`config.mk`:
```
export PLATFORM = sky130hd
export DESIGN_NAME = ahb_master_arb
export DESIGN_NICKNAME = d
export VERILOG_FILES = /design/src/rtl/ahb_master_arb_pkg.sv /design/src/rtl/ahb_arb_hold.sv /design/src/rtl/ahb_master_arb.sv
export SDC_FILE = /design/constraint.sdc
export NUM_CORES = 1
export LEC_CHECK = 0
export CAP_MARGIN = 30
export CORE_AREA = 2 2 121 123
export CTS_BUF_LIST = sky130_fd_sc_hd__clkbuf_16
export CTS_CLUSTER_SIZE = 24
export DETAILED_ROUTE_END_ITERATION = 12
export DIE_AREA = 0 0 123 125
export PLACE_DENSITY = 0.77
export SLEW_MARGIN = 0
export SYNTH_ARGS = -nofsm -noshare
export SYNTH_HDL_FRONTEND = slang
export SYNTH_SLANG_ARGS = --single-unit
export TNS_END_PERCENT = 50
```
`constraint.sdc`:
```
create_clock -name HCLK -period 3.7 [get_ports HCLK]
set_clock_uncertainty 0.1 [all_clocks]
set_input_delay 0.555 -clock HCLK [delete_from_list [all_inputs] [get_ports HCLK]]
set_output_delay 0.555 -clock HCLK [all_outputs]
set_load 0.005 [all_outputs]
```
`src/rtl/ahb_master_arb_pkg.sv`:
```
// Shared types and encodings for the two-master AHB-Lite arbiter.
// Master index, HTRANS encodings, grant states and the per-master hold record.
package ahb_master_arb_pkg;

  typedef logic master_idx_t;

  localparam logic [1:0] HTRANS_IDLE   = 2'b00;
  localparam logic [1:0] HTRANS_NONSEQ = 2'b10;

  typedef struct packed {
    logic [31:0] rdata;
    logic        resp;
  } hold_rec_t;

  localparam int HOLD_W = $bits(hold_rec_t);

  typedef enum logic {
    GNT_M0 = 1'b0,
    GNT_M1 = 1'b1
  } grant_state_e;

  // A transfer is requested whenever HTRANS carries the NONSEQ bit.
  function automatic logic is_request(input logic [1:0] htrans);
    return (htrans & HTRANS_NONSEQ) != HTRANS_IDLE;
  endfunction

endpackage

```
`src/rtl/ahb_arb_hold.sv`:
```
// Per-master completion tracking: captures a finished data phase while the
// master is stalled behind the other master's address, and replays it later.
module ahb_arb_hold
  import ahb_master_arb_pkg::*;
(
  input  logic        clk,
  input  logic        rst_n,
  input  logic        bus_ready,
  input  logic        dvalid,
  input  logic        data_owner,
  input  logic        req,
  input  logic        granted,
  input  logic [31:0] bus_rdata,
  input  logic        bus_resp,
  output logic        ready_m,
  output logic [31:0] rdata_m,
  output logic        resp_m
);

  logic             done_reg;
  logic             done_next;
  hold_rec_t        hold_reg;
  hold_rec_t        hold_next;
  logic [HOLD_W-1:0] hold_bits;
  logic             capture;

  assign hold_bits = {bus_rdata, bus_resp};
  // Data phase ends while the master's next address is still waiting for grant.
  assign capture   = bus_ready && dvalid && data_owner && req && !granted;

  always_ff @(posedge clk or negedge rst_n) begin
    if (!rst_n) begin
      done_reg <= 1'b0;
      hold_reg <= '0;
    end else begin
      done_reg <= done_next;
      hold_reg <= hold_next;
    end
  end

  always_comb begin
    done_next = done_reg;
    hold_next = hold_reg;
    if (capture) begin
      done_next = 1'b1;
      hold_next = hold_rec_t'(hold_bits);
    end else if (granted && bus_ready) begin
      done_next = 1'b0;
    end
  end

  always_comb begin
    ready_m = 1'b1;
    if (done_reg && !granted) begin
      ready_m = 1'b0;
    end else if (done_reg) begin
      ready_m = bus_ready;
    end else if (dvalid && data_owner && req && !granted) begin
      ready_m = 1'b0;
    end else if (dvalid && data_owner) begin
      ready_m = bus_ready;
    end else if (req && !granted) begin
      ready_m = 1'b0;
    end else if (granted) begin
      ready_m = bus_ready;
    end
  end

  assign rdata_m = done_reg ? hold_reg.rdata : bus_rdata;
  assign resp_m  = done_reg ? hold_reg.resp  : bus_resp;

endmodule

```
`src/rtl/ahb_master_arb.sv`:
```
// Two-master AHB-Lite arbiter for single transfers: registered grant selects
// the address mux, data-phase owner selects HWDATA and response routing.
module ahb_master_arb
  import ahb_master_arb_pkg::*;
#(
  parameter int PARK_MASTER = 0
) (
  input  logic        HCLK,
  input  logic        HRESETn,
  input  logic [31:0] HADDR_M0,
  input  logic [31:0] HADDR_M1,
  input  logic [1:0]  HTRANS_M0,
  input  logic [1:0]  HTRANS_M1,
  input  logic        HWRITE_M0,
  input  logic        HWRITE_M1,
  input  logic [2:0]  HSIZE_M0,
  input  logic [2:0]  HSIZE_M1,
  input  logic [31:0] HWDATA_M0,
  input  logic [31:0] HWDATA_M1,
  output logic [31:0] HRDATA_M0,
  output logic [31:0] HRDATA_M1,
  output logic        HREADY_M0,
  output logic        HREADY_M1,
  output logic        HRESP_M0,
  output logic        HRESP_M1,
  output logic [31:0] HADDR,
  output logic [1:0]  HTRANS,
  output logic        HWRITE,
  output logic [2:0]  HSIZE,
  output logic [31:0] HWDATA,
  input  logic [31:0] HRDATA,
  input  logic        HREADY,
  input  logic        HRESP,
  output logic        HMASTER
);

  localparam grant_state_e PARK_STATE = (PARK_MASTER == 0) ? GNT_M0 : GNT_M1;

  logic [31:0] haddr_m  [2];
  logic [1:0]  htrans_m [2];
  logic        hwrite_m [2];
  logic [2:0]  hsize_m  [2];
  logic [31:0] hwdata_m [2];
  logic [31:0] rdata_m  [2];
  logic        ready_m  [2];
  logic        resp_m   [2];
  logic [1:0]  req;

  grant_state_e grant_reg;
  grant_state_e grant_next;
  logic         dvalid_reg;
  logic         dvalid_next;
  master_idx_t  downer_reg;
  master_idx_t  downer_next;
  master_idx_t  grant;

  assign haddr_m[0]  = HADDR_M0;
  assign haddr_m[1]  = HADDR_M1;
  assign htrans_m[0] = HTRANS_M0;
  assign htrans_m[1] = HTRANS_M1;
  assign hwrite_m[0] = HWRITE_M0;
  assign hwrite_m[1] = HWRITE_M1;
  assign hsize_m[0]  = HSIZE_M0;
  assign hsize_m[1]  = HSIZE_M1;
  assign hwdata_m[0] = HWDATA_M0;
  assign hwdata_m[1] = HWDATA_M1;

  assign grant = master_idx_t'(grant_reg);

  always_ff @(posedge HCLK or negedge HRESETn) begin
    if (!HRESETn) begin
      grant_reg  <= PARK_STATE;
      dvalid_reg <= 1'b0;
      downer_reg <= 1'b0;
    end else begin
      grant_reg  <= grant_next;
      dvalid_reg <= dvalid_next;
      downer_reg <= downer_next;
    end
  end

  // Grant hands over whenever the other master wants the bus, so two
  // continuous requesters alternate transfer by transfer.
  always_comb begin
    grant_next  = grant_reg;
    dvalid_next = dvalid_reg;
    downer_next = downer_reg;
    if (HREADY) begin
      dvalid_next = is_request(HTRANS);
      downer_next = grant;
      case (grant_reg)
        GNT_M0:  if (req[1]) grant_next = GNT_M1;
        GNT_M1:  if (req[0]) grant_next = GNT_M0;
        default: grant_next = PARK_STATE;
      endcase
    end
  end

  assign HADDR   = haddr_m[grant];
  assign HTRANS  = htrans_m[grant];
  assign HWRITE  = hwrite_m[grant];
  assign HSIZE   = hsize_m[grant];
  assign HWDATA  = hwdata_m[downer_reg];
  assign HMASTER = grant;

  for (genvar gi = 0; gi < 2; gi++) begin : g_master
    assign req[gi] = is_request(htrans_m[gi]);

    ahb_arb_hold u_hold (
      .clk        (HCLK),
      .rst_n      (HRESETn),
      .bus_ready  (HREADY),
      .dvalid     (dvalid_reg),
      .data_owner (downer_reg == master_idx_t'(gi)),
      .req        (req[gi]),
      .granted    (grant == master_idx_t'(gi)),
      .bus_rdata  (HRDATA),
      .bus_resp   (HRESP),
      .ready_m    (ready_m[gi]),
      .rdata_m    (rdata_m[gi]),
      .resp_m     (resp_m[gi])
    );
  end

  assign HRDATA_M0 = rdata_m[0];
  assign HRDATA_M1 = rdata_m[1];
  assign HREADY_M0 = ready_m[0];
  assign HREADY_M1 = ready_m[1];
  assign HRESP_M0  = resp_m[0];
  assign HRESP_M1  = resp_m[1];

endmodule

```
-- Word-level counts from Yosys, hierarchy flattened
Cells that the tools add are included.
W data, S select, Z words.
- logic and storage cells: 75
- flip-flop bits (word level): 71
- output and inout port bits: 139
- bits of input ports: 176
- reduce and logical (&&, ||, !) cells: 22
- muxes and demuxes: 38
- order comparisons: 2
- bitwise operators: 4
- operator list (operator ; count):
    $mux W32 ; 8
    $mux W1 ; 23
    $logic_and A1 B1 Y1 ; 19
    $mux W3 ; 3
    $mux W2 ; 3
    $ge A2 B2 Y1 const B ; 2
    $not A1 Y2 ; 2
    $reduce_bool A2 Y1 ; 2
    $not A1 Y1 ; 2
    $pmux W1 S2 ; 1
    $logic_not A1 Y1 ; 1

-- Longest topological paths before layout
- word-level depth: 7
- gate-level depth with buffers: 6
- mapped depth without buffers: 3

-- By module
From an unflattened synthesis, not the netlist that was laid out.
- cell total of the unflattened synthesis: 321
- area, all modules: 4642.0 um2
- by module, submodules not included (module ; cells each ; area an instance (um2) ; sequential area each (um2) ; instances):
    ahb_arb_hold ; 116 ; 1836.8 ; 850.8 ; 2
    ahb_master_arb ; 89 ; 968.4 ; 75.1 ; 1

-- Least setup slack after synthesis
No wires, ideal clock.
- path type: register -> output
- from: reg g_master[1].u_hold.done_reg
- to: out HRDATA_M1[0]
- data required time: 3.045 ns
- stages on the path, launching flop included: 4
- data arrival time: 1.295 ns
- setup slack: 1.750 ns
- buffers on the path: 2
- cells stage by stage: dfrtp_1 > clkbuf_1 > buf_1 > mux2_2
- word-level cells in the longest chain between the ends: 1
- RTL lines (element ; RTL line ; source):
    start: declaration ; ahb_arb_hold.sv:20 ; logic done_reg;
    start signal: assignment ; ahb_arb_hold.sv:36 ; done_reg <= done_next;
    $mux W32 ; ahb_arb_hold.sv:69 ; assign rdata_m = done_reg ? hold_reg.rdata : bus_rdata;
    end: declaration ; ahb_master_arb.sv:21 ; output logic [31:0] HRDATA_M1,
No other way between the ends.

-- Final worst setup path
Same ends and word-level chain as after synthesis.

==> flow_summary.yaml <==
clock_network:
  cts-resized-gates: 0
  cts_post_setup_buffers_inserted: 0
  cts_hold_buf: 0
  path_clk_slew_ns: 0.06
  cts_tree: "done"
  ctsRootBufferMaster: "clkbuf_16"
  cts_buffers: 9
  cts.path.max_buffers: 2
  cts_max_level: 3
  cts.sinks: 71
  clk_latency_ns: 0.32
critical_path:
  worst_setup_path_start_kind: "flop"
  startpoint: "g_master[1].u_hold.done_reg"
  critPathMaxStageDelay_ns: 0.88
  critPathRequiredTime_ns: 3.04
  cp_num_buf_inv: 1
  crit_family: "flip-flops"
  cp.arrival_ns: 2.12
  timing.rr.end: "g_master[1].u_hold.hold_reg[12]"
  cp-end-kind: "output port"
  worstSetupPathDepth: 2
  rr_startpoint: "downer_reg"
  cp_max_fo: 35
  slowest_stage: "dfrtp_2"
  critical_path_class: "flop to output port"
  ff2ff_setup_slack_ns: 1.39
  worstRegToRegCells: 5
  crit_chain: "mux2_2 -> clkdlybuf4s50_1"
  crit_end: "HRDATA_M1[0]"
cells_and_area:
  stdcell_count: 816
  drive_above_1_share_pct: 36.2
  largest_register_ffs: 66
  area_growth_pct: 82.0
  finalNetCount: 802
floorplan:
  start_util_pct: 31.1
  die_w_um: 123
  fp-row-count: 44
  die_area_sq_um: 15400
  die_h_um: 125
  coreArea_sq_um: 14200
  num_io_pins: 315
worst_hold_path:
  hold_class: "primary input to asynchronous set/reset pin"
sta:
  worstMarginPinSlew_ns: 0.860
  setup_viol: 0
  rsz0062_at_grt: "false"
  post-route-period-util_pct: 75.0
  min_period_ns: 2.77
  max_freq_mhz: 360
  tns_ns: 0
  relSlewSlack_pct: 42.7
  drv_slew: 0
  timing_hold_violations_final: 0
power:
  power_density_nw_per_um2: 497
  power_leakage_nw: 3.29
  peakVddDrop_v: 0.000219
logic_synthesis:
  avgSynthCellArea_sq_um: 13.8
  yosys_warnings: 0
  netlist_top_cells_area: "mux2_2 (44%), dfrtp_1 (40%), mux2_4 (9.8%)"
  synth_seq_cells: 71
  synth_top_area_cell: "mux2_2"
  syn_area_sq_um: 4420
  synth_nets: 497
  yosysUniqueCellTypes: 19
  synth_top_area_share_pct: 44.1
  syn_inst: 321
  yosysSeqAreaShare_pct: 40.2
detailed_routing:
  via_per_inst: 4.64
  drc: 0
  drt_iter0_drc: 111
  via_count: 3790
  ant_nets: 0
  wl_per_cell_um: 18.8
  routed_wl_um: 15400
  first_pass_iters: 4
global_route:
  grt_first_pass_wirelength_um: 23100
  antenna_found_initial: 2
  gr-total-overflow: 0
  grt_pass1_vias: 4224
  grt_util_all_layers_pct: 19.7
  grt_max_degree: 72
job:
  max-cap-violations: 0
run_status:
  status: "finished, final reports clean"
placement:
  place_congestion: 0.799
  dp_cells: 798
  port_buffers: 314
  dpl.hpwl_um: 12400
## routing by layer
layer	vias up	share of wire [%]	global-route usage, %
li1	1794	-	-
met3	10	6.7	4.11
met4	0	1.1	5.82
met2	151	57	37.4
met1	1835	35	21.5
met5	-	0	0
## metrics by stage
stage / instance area (sq um) / hold slack (ns) / total power, mW / util (%) / worst slack [ns]
5_1_grt: 8040 / 0.319 / 4.22 / 56.6 / 0.833
3_3_place_gp: 7690 / 0.384 / 3.06 / 54.1 / 0.789
2_1_floorplan: 4420 / 0.159 / 2.20 / - / 1.75
4_1_cts: 8020 / 0.277 / 4.04 / 56.5 / 0.734
6_report: 8040 / 0.256 / 4.00 / 56.6 / 0.925
3_5_place_dp: 7710 / 0.390 / 3.11 / 54.3 / 0.852
## worst min-delay path by stage
stage / from / endpoint / slack [ns] / cells past startpoint
floorplan: HRESETn / HMASTER / 0.16 / 0
global placement: g_master[1].u_hold.hold_reg[8] / g_master[1].u_hold.hold_reg[8] / 0.38 / 1
detailed placement: g_master[1].u_hold.hold_reg[0] / g_master[1].u_hold.hold_reg[0] / 0.39 / 1
CTS: HRESETn / g_master[0].u_hold.hold_reg[9] / 0.28 / 1
global route: HRESETn / g_master[0].u_hold.hold_reg[12] / 0.32 / 1
finish: HRESETn / g_master[0].u_hold.hold_reg[12] / 0.26 / 1
## worst register-to-register path, delay by kind of cell, from the launching register on
| family | cells | cell delay, ns |
|---|---|---|
| mux | 1 | 0.36 |
| flops | 1 | 0.32 |
| simple gates | 2 | 0.71 |
| buf+inv | 2 | 0.71 |
## cells in the final DEF (no fill, tap or decap), types with 3 or more instances in the layout
master,instances
nor2_1,5
clkdlybuf4s50_1,313
clkbuf_16,9
a21oi_1,3
inv_1,3
mux2_2,173
buf_4,4
dfrtp_2,3
dfrtp_1,68
mux2_4,29
## synth_stat cells (all sizes together)
master / n
dfrtp: 71
a21oi: 3
a21o: 1
or3: 1
mux2: 202
nand2b: 1
inv: 3
o22a: 1
clkbuf: 6
nand2: 2
a31oi: 1
nand4: 1
o21a: 1
nor2: 6
buf: 19
o21ai: 2
## logic make-up after synthesis
| logic type | after synthesis | share of synthesized area, % |
|---|---|---|
| mux | 202 | 53.9 |
| flops | 71 | 40.2 |
| buf+inv | 28 | 3.37 |
| simple gates | 11 | 1.27 |
| compound gates | 9 | 1.25 |
## power by group
part / switching, mW / total [mW] / internal (mW)
combinational: 0.464 / 1.71 / 1.24
sequential: 0.253 / 1.39 / 1.14
clock: 0.315 / 0.899 / 0.585
total: 1.03 / 4.00 / 2.97
## final cells by class
class	instances	area [sq um]
clock inverters	6	85.1
well taps	184	230
multi-input cells	222	2500
clock buffers	9	225
fillers	1166	6160
inverters	3	11.3
flip-flops and latches	71	1780
repair buffers	319	3200
diodes	2	5.00
Power figures use the tool's default switching activity.
